**config.mk**
```make
export PLATFORM = sky130hd
export DESIGN_NAME = cdf_accumulator
export DESIGN_NICKNAME = d
export VERILOG_FILES = /design/src/rtl/cdf_accumulator.sv
export SDC_FILE = /design/constraint.sdc
export NUM_CORES = 1
export LEC_CHECK = 0
export ABC_AREA = 1
export CORE_ASPECT_RATIO = 1.75
export CORE_MARGIN = 3
export CORE_UTILIZATION = 50
export CTS_BUF_LIST = sky130_fd_sc_hd__clkbuf_16
export DETAILED_ROUTE_END_ITERATION = 12
export PLACE_DENSITY = 0.8
export SLEW_MARGIN = 30
export SYNTH_ARGS = -nofsm -noshare
export SYNTH_HDL_FRONTEND = slang
export SYNTH_SLANG_ARGS = --single-unit
export TNS_END_PERCENT = 5
```
**constraint.sdc**
```tcl
create_clock -name clk -period 3.5 [get_ports clk]
set_clock_uncertainty 0.05 [all_clocks]
set_input_delay 0.875 -clock clk [delete_from_list [all_inputs] [get_ports clk]]
set_output_delay 0.875 -clock clk [all_outputs]
set_load 0.01 [all_outputs]
```
**src/rtl/cdf_accumulator.sv**
```systemverilog
// Histogram CDF producer for the equalization divider: reads one bin at a time,
// keeps a saturating running sum and hands each value to the divider with a strobe/ready handshake.
module cdf_accumulator #(
    parameter int BINS   = 256,
    parameter int ADDR_W = 8,
    parameter int HIST_W = 32,
    parameter int CDF_W  = 32
) (
    input  logic              clk,
    input  logic              reset,
    input  logic              start,
    output logic              hist_rd_en,
    output logic [ADDR_W-1:0] hist_addr,
    input  logic [HIST_W-1:0] hist_data,
    output logic [CDF_W-1:0]  cdf_out,
    output logic              div_en,
    input  logic              div_ready,
    output logic [ADDR_W-1:0] bin_idx,
    output logic              busy,
    output logic              done,
    output logic              overflow
);

    typedef enum logic [2:0] {
        IDLE  = 3'd0,
        RD    = 3'd1,
        LAT   = 3'd2,
        ISSUE = 3'd3,
        WAITD = 3'd4,
        FIN   = 3'd5
    } state_t;

    localparam logic [ADDR_W-1:0] LAST_IDX = ADDR_W'(BINS - 1);

    // Returns {carry, value}; on carry the value is pinned to all ones.
    function automatic logic [CDF_W:0] sat_add(input logic [CDF_W-1:0] a,
                                               input logic [HIST_W-1:0] b);
        logic [CDF_W:0] sum;
        sum = {1'b0, a} + {{(CDF_W + 1 - HIST_W){1'b0}}, b};
        if (sum[CDF_W]) begin
            sat_add = {1'b1, {CDF_W{1'b1}}};
        end else begin
            sat_add = sum;
        end
    endfunction

    state_t              state_r, state_s;
    logic [CDF_W-1:0]    acc_r, acc_s;
    logic [ADDR_W-1:0]   idx_r, idx_s;
    logic                ovf_r, ovf_s;
    logic [CDF_W:0]      sum_s;

    logic                hist_rd_en_r;
    logic [ADDR_W-1:0]   hist_addr_r;
    logic [CDF_W-1:0]    cdf_out_r;
    logic                div_en_r;
    logic [ADDR_W-1:0]   bin_idx_r;
    logic                busy_r;
    logic                done_r;

    assign sum_s = sat_add(acc_r, hist_data);

    // Next-state and datapath update for the scan sequence.
    always_comb begin
        state_s = state_r;
        acc_s   = acc_r;
        idx_s   = idx_r;
        ovf_s   = ovf_r;
        case (state_r)
            IDLE: begin
                if (start) begin
                    acc_s   = {CDF_W{1'b0}};
                    idx_s   = {ADDR_W{1'b0}};
                    ovf_s   = 1'b0;
                    state_s = RD;
                end else begin
                    state_s = IDLE;
                end
            end
            RD: begin
                state_s = LAT;
            end
            LAT: begin
                acc_s = sum_s[CDF_W-1:0];
                if (sum_s[CDF_W]) begin
                    ovf_s = 1'b1;
                end else begin
                    ovf_s = ovf_r;
                end
                state_s = ISSUE;
            end
            ISSUE: begin
                state_s = WAITD;
            end
            WAITD: begin
                // Ready is only honoured here, so a pulse coinciding with ISSUE is dropped.
                if (div_ready) begin
                    if (idx_r == LAST_IDX) begin
                        state_s = FIN;
                    end else begin
                        idx_s   = idx_r + ADDR_W'(1'b1);
                        state_s = RD;
                    end
                end else begin
                    state_s = WAITD;
                end
            end
            FIN: begin
                state_s = IDLE;
            end
            default: begin
                state_s = IDLE;
            end
        endcase
    end

    // State, accumulator and outputs; outputs are decoded from the next state so they align with it.
    always_ff @(posedge clk) begin
        if (!reset) begin
            state_r      <= IDLE;
            acc_r        <= {CDF_W{1'b0}};
            idx_r        <= {ADDR_W{1'b0}};
            ovf_r        <= 1'b0;
            hist_rd_en_r <= 1'b0;
            hist_addr_r  <= {ADDR_W{1'b0}};
            cdf_out_r    <= {CDF_W{1'b0}};
            div_en_r     <= 1'b0;
            bin_idx_r    <= {ADDR_W{1'b0}};
            busy_r       <= 1'b0;
            done_r       <= 1'b0;
        end else begin
            state_r      <= state_s;
            acc_r        <= acc_s;
            idx_r        <= idx_s;
            ovf_r        <= ovf_s;
            hist_rd_en_r <= (state_s == RD);
            div_en_r     <= (state_s == ISSUE);
            busy_r       <= (state_s != IDLE);
            done_r       <= (state_s == FIN);
            if (state_s == RD) begin
                hist_addr_r <= idx_s;
            end
            if (state_s == ISSUE) begin
                cdf_out_r <= acc_s;
                bin_idx_r <= idx_s;
            end
        end
    end

    assign hist_rd_en = hist_rd_en_r;
    assign hist_addr  = hist_addr_r;
    assign cdf_out    = cdf_out_r;
    assign div_en     = div_en_r;
    assign bin_idx    = bin_idx_r;
    assign busy       = busy_r;
    assign done       = done_r;
    assign overflow   = ovf_r;

endmodule
```
==> results.yml, run 1 <==
worst_hold_path:
  worst_hold_startpoint: "cdf_out[23]"
  hp-class: "reg -> reg"
  hold_end: "cdf_out[23]"
  holdPathStages: 2
sta:
  clock.fmax_mhz: 334
  finalSetupViolCount: 0
  slew_violations: 0
  fin_tns_setup_ns: 0
  hold_viol: 0
  worstMarginPinSlew_ns: 0.600
  slew_headroom: 0.600
  whs_ns: 0.416
  rsz0062_at_grt: "false"
  finalCriticalPeriod_ns: 3.00
  period_share: 0.856
clocking:
  numCtsBuffers: 9
  postCtsHoldBufs: 0
  cts_resized: 0
  clk_latency_ns: 0.35
  root_buffer: "clkbuf_16"
  postCtsSetupBuffers: 0
  numClockSinks: 96
  cts_tree: "built"
  clk_path_buf_depth: 2
  htree_levels: 3
  path_clk_slew_ns: 0.07
floorplanning:
  coreArea_um2: 12600
  fp.dieW_um: 92.7
  start_util: 0.520
  die-area_um2: 14600
  rows: 54
  die_h_um: 158
  boundaryPins: 89
routing:
  ant_nets: 0
  wl_mm: 18.4
  dr_total_vias: 6646
  avgViaCountPerCell: 4.98
  drt-initial-drc-count: 305
  drtPass1Iterations: 5
  wl_per_cell_um: 13.8
  drcViolationCount: 0
worst_setup_path:
  crit_top_cell: "nand2_4"
  cp_data_arrival_time_ns: 3.17
  reg2reg_depth: 13
  timing.rr.end: "cdf_out[5]"
  critPathCaptureType: "flop"
  critical_path.max_fanout: 15
  reg2reg_slack_ns: 1.16
  required_ns: 3.67
  cp_slowest_cell: "fa_1"
  crit_chain: "clkdlybuf4s50_1 > ha_1 > fa_1 > nand3_1 > nand3_2 > nand2_2 > nand2_4 > nand2_2 > nand2_4 > nand2_4 > nand2_8 > nand2_4 > buf_4 > a31oi_1"
  reg2reg_from: "acc_r[0]"
  critPathLaunchType: "input port"
  cp_slowest_stage_delay_ns: 0.43
  critical_path_class: "in -> reg"
synthesis:
  yosys.area_share.adder: 0.0659
  netlist-cell-type-count: 41
  syn-num-nets: 1151
  synth_flop_cell: "dfxtp_1"
  synth-compound-area-share: 0.111
  ys_seq_area_frac: 0.293
  synth_edf_count: 0
  ys_seq_elements: 96
  ys_warn_count: 0
  synth_top_family_by_area: "simple AND/OR/NAND/NOR gates"
  synth-simple-area-share: 0.368
  synth_area_um2: 6570
  avgSynthCellArea_um2: 6.08
  synth_xor_area_frac: 0.0187
  synth.area.mux_share: 0
  syn-instance-count: 1081
  async_flop_share: 0
global_route:
  grt_max_degree: 52
  antenna_found_initial: 0
  use_met2: 0.493
  first_global_vias: 6291
  met1_usage: 0.267
  grt_first_pass_wirelength_mm: 29.7
  grt_usage: 0.259
  gr-total-overflow: 0
  top_usage_layer: "met2"
  gr-usage-met3: 0.0385
final_layout:
  insertedDiodeCount: 0
  fin_cells: 1335
  finalNetCount: 1232
  area_delta_synth_final_pct: 20.3
  utilization: 0.625
  design_area_um2: 7900
  drive_above_1_share: 0.0694
power:
  combPwrFrac: 0.295
  p_switching_mw: 1.10
  swShare: 0.333
  pwr-share-clk: 0.327
  p_per_area_nw_per_um2: 419
  ir_worst_vdd_uv: 481
  p_leak_nw: 4.20
  p_int_mw: 2.21
  seqPwrFrac: 0.378
placed_design:
  place_inst: 1319
  dp_hpwl_mm: 14.4
  place_congestion: 1.04
  placed_cell_area_um2: 7580
  port_buffers: 88
status:
  run_status: "finished, final reports clean"
run:
  cap_violations: 0
## worst max-delay path, delay by kind of cell
| family | cells | cell delay [ns] |
|---|---|---|
| AOI/OAI and AO/OA | 1 | 0.10 |
| adders and majority gates | 2 | 0.68 |
| buffers and inverters | 2 | 0.63 |
| and+or+nand+nor | 9 | 0.88 |
## cell usage after synthesis (6+ instances only)
cell,instances,share of area
nand3_1,62,0.047
nand2_2,13,0.012
a21oi_1,60,0.046
inv_2,17,0.0097
nand4_1,8,0.0076
nor2_2,6,0.0057
o21ai_0,12,0.0091
ha_1,33,0.063
o21ai_1,16,0.012
dfxtp_1,96,0.29
clkbuf_1,13,0.0074
buf_2,6,0.0046
nor2_1,100,0.057
inv_1,194,0.11
nand2_1,372,0.21
a31oi_1,10,0.0095
xor2_1,11,0.015
## state kept, by name, indices dropped and copies added (netlist names)
name and flops:
idx_r 8, cdf_out 32, state_r 3, acc_r 32, div_en 1, hist_rd_en 1, bin_idx 8, overflow 1
done 1, busy 1, hist_addr 8
## final cells by class
class	instances	area (um2)
fillers	1278	4730
inverters	212	796
flip-flops and latches	96	1920
clock buffers	9	225
multi-input cells	747	3700
repair buffers	96	953
clock inverters	7	92.6
well taps	168	210
## stage by stage
stage	worst slack, ns	power [mW]
3_5_place_dp	0.137	2.25
3_3_place_gp	0.217	2.23
5_1_grt	0.363	3.49
6_report	0.503	3.31
4_1_cts	0.512	3.32
2_1_floorplan	0.803	1.91
## metal layers
| metal | part of all wire | wire length [um] |
|---|---|---|
| met2 | 0.52 | 9640 |
| met4 | 0.057 | 1040 |
| met5 | 0 | 0 |
| met1 | 0.37 | 6820 |
| met3 | 0.047 | 858 |
## cells in the final DEF (no fill, tap or decap), types with 2 or more instances in the layout
cell             count
a21o_1               2
a21oi_1             60
a21oi_2              5
a21oi_4              3
a22o_1               2
a31oi_1             10
buf_4                7
bufinv_16            2
clkbuf_16            9
clkdlybuf4s50_1     88
clkinv_1             3
dfxtp_1             96
ha_1                33
inv_1              194
inv_2               17
inv_6                2
nand2_1            372
nand2_2             13
nand2_4              5
nand3_1             62
nand3_2              2
nand4_1              8
nor2_1             100
nor2_2               6
nor2_4               3
o211ai_1             5
o21ai_0             12
o21ai_1             16
o21ai_2              2
o21bai_1             2
xnor2_1              3
xor2_1              11
## cells by family (layout without fill, tap and decap cells)
logic type,after synthesis,after routing
flops,96,96
simple gates,577,577
fa+ha+maj,34,34
xor+xnor,14,14
compound gates,122,122
buf+inv,238,324
## worst max path at each step
| stage | startpoint | depth (start not counted) | end | slack [ns] |
|---|---|---|---|---|
| after floorplan | hist_data[0] | 13 | acc_r[26] | 0.80 |
| after global placement | hist_data[0] | 14 | cdf_out[5] | 0.22 |
| after detailed placement | hist_data[0] | 14 | cdf_out[5] | 0.14 |
| after CTS | hist_data[0] | 14 | cdf_out[5] | 0.51 |
| after global routing | hist_data[0] | 14 | cdf_out[5] | 0.36 |
| final | hist_data[0] | 14 | cdf_out[5] | 0.50 |
## power groups by stage
stage	sequential [mW]	clock [mW]	combinational, mW
2_1_floorplan	1.29	0	0.613
3_3_place_gp	1.27	0	0.960
3_5_place_dp	1.27	0	0.972
4_1_cts	1.25	1.09	0.979
5_1_grt	1.26	1.13	1.10
6_report	1.25	1.08	0.978
Note: power is estimated with default switching activity, not from simulation.
==> run 2, diff against run 1 <==
Settings changed: CORE_ASPECT_RATIO 1.75 to 0.6.
==> run 2 against run 1 <==
Compared with the run above: cell area hardly changed; critical endpoint is now cdf_out[6]; critical path depth stayed put; register-to-register slack worse by 0.09 ns; largest power group unchanged; critical path type unchanged.
==> results.yml, run 2 (synthesis gave the netlist of run 1 again) <==
clocking:
  clk_latency_ns: 0.35
  root_buffer: "clkbuf_16"
  postCtsHoldBufs: 0
  clk_path_buf_depth: 2
  numClockSinks: 96
  path_clk_slew_ns: 0.08
  postCtsSetupBuffers: 0
  numCtsBuffers: 9
  cts_tree: "built"
  htree_levels: 3
  cts_resized: 0
routing:
  dr_total_vias: 6749
  wl_per_cell_um: 14.3
  wl_mm: 19.1
  drt-initial-drc-count: 558
  avgViaCountPerCell: 5.06
  drtPass1Iterations: 5
  drcViolationCount: 0
  ant_nets: 0
final_layout:
  mostFrequentLayoutCell: "nand2_1"
  drive_above_1_share: 0.0719
  fillers: 1174
  final_cell_mix: "nand2_1, inv_1, nor2_1"
  insertedDiodeCount: 0
  finalNetCount: 1233
  area_delta_synth_final_pct: 20.1
  fin_cells: 1333
sta:
  hold_viol: 0
  setup_ws_ns: 0.449
  rsz0062_at_grt: "false"
  slew_headroom: 0.541
  finalSetupViolCount: 0
  fin_tns_setup_ns: 0
  clock.fmax_mhz: 328
  worstMarginPinSlew_ns: 0.682
  whs_ns: 0.416
  period_share: 0.872
  finalCriticalPeriod_ns: 3.05
  slew_violations: 0
global_route:
  first_global_vias: 6135
  antenna_found_initial: 0
  grt_usage: 0.262
  gr-total-overflow: 0
  met1_usage: 0.404
  top_usage_layer: "met1"
  grt_max_degree: 54
  grt_first_pass_wirelength_mm: 30.6
  gr-usage-met3: 0.0595
  use_met2: 0.371
floorplanning:
  die_h_um: 94.8
  fp.dieW_um: 154
  die-area_um2: 14600
  rows: 31
  boundaryPins: 89
  start_util: 0.528
  coreArea_um2: 12500
status:
  run_status: "finished, final reports clean"
power:
  p_leak_nw: 4.20
  seqPwrFrac: 0.382
  p_int_mw: 2.09
  ir_worst_vdd_uv: 280
  p_switching_mw: 1.18
  swShare: 0.361
  p_per_area_nw_per_um2: 415
  pwr-share-clk: 0.313
  total_power_mw: 3.27
  combPwrFrac: 0.305
worst_setup_path:
  cp_data_arrival_time_ns: 3.23
  critPathCaptureType: "flop"
  critical_path_class: "in -> reg"
  reg2reg_slack_ns: 1.07
  critical_path.max_fanout: 15
  critPathLaunchType: "input port"
  required_ns: 3.68
placed_design:
  place_congestion: 1.01
  port_buffers: 88
  preCtsSetupSlack_ns: 0.124
  dp_hpwl_mm: 14.9
  place_inst: 1317
run:
  cap_violations: 0
worst_hold_path:
  hp-class: "reg -> reg"
## run 2: changes by cell type in the layout (fill, tap and decap cells not counted), sizes merged
| cell | before | now |
|---|---|---|
| bufinv | 2 | 0 |
| buf | 8 | 9 |
| clkinv | 3 | 4 |
| inv | 213 | 215 |
| clkinvlp | 1 | 0 |
## run 2: critical path, cell delays in order
cell and delay (ns):
clkdlybuf4s50_1 0.40, ha_1 0.24, fa_1 0.44, nand3_1 0.13, nand3_2 0.12, nand2_2 0.10, nand2_4 0.07, nand2_2 0.09
nand2_4 0.07, nand2_4 0.09, nand2_8 0.11, nand2_4 0.18, buf_4 0.21, a31oi_1 0.09
## run 2: final timing paths
path,to,startpoint,cells after the start
hold / removal,cdf_out[21],cdf_out[21],2
setup reg to reg,cdf_out[6],acc_r[0],13
hold reg to reg,cdf_out[21],cdf_out[21],2
setup / recovery,cdf_out[6],hist_data[0],14
## run 2: power groups by stage
| stage | registers, mW | logic (mW) | clock network, mW |
|---|---|---|---|
| 2_1_floorplan | 1.29 | 0.613 | 0 |
| 3_3_place_gp | 1.27 | 0.970 | 0 |
| 3_5_place_dp | 1.27 | 0.983 | 0 |
| 4_1_cts | 1.25 | 0.989 | 1.03 |
| 5_1_grt | 1.26 | 1.11 | 1.07 |
| 6_report | 1.25 | 0.997 | 1.03 |
## run 2: layout make-up
type                       count  area, um2  share of cell area
inverter                     212        796               0.101
sequential                    96       1920               0.243
tap                          165        206              0.0262
multi-input combinational    747       3700               0.469
clock inverter                 7       81.3              0.0103
clock buffer                   9        225              0.0285
timing repair buffer          97        961               0.122
## run 2: layer usage
metal,up-vias,wire length (um),part of all wire
met5,-,0,0
met3,17,1820,0.095
met2,249,7480,0.39
li1,3476,-,-
met4,0,183,0.0096
met1,3007,9630,0.50
## run 2: through the flow
stage	util	area (um2)
2_1_floorplan	-	6570
3_3_place_gp	0.609	7590
3_5_place_dp	0.609	7590
4_1_cts	0.634	7890
5_1_grt	0.634	7890
6_report	0.634	7890
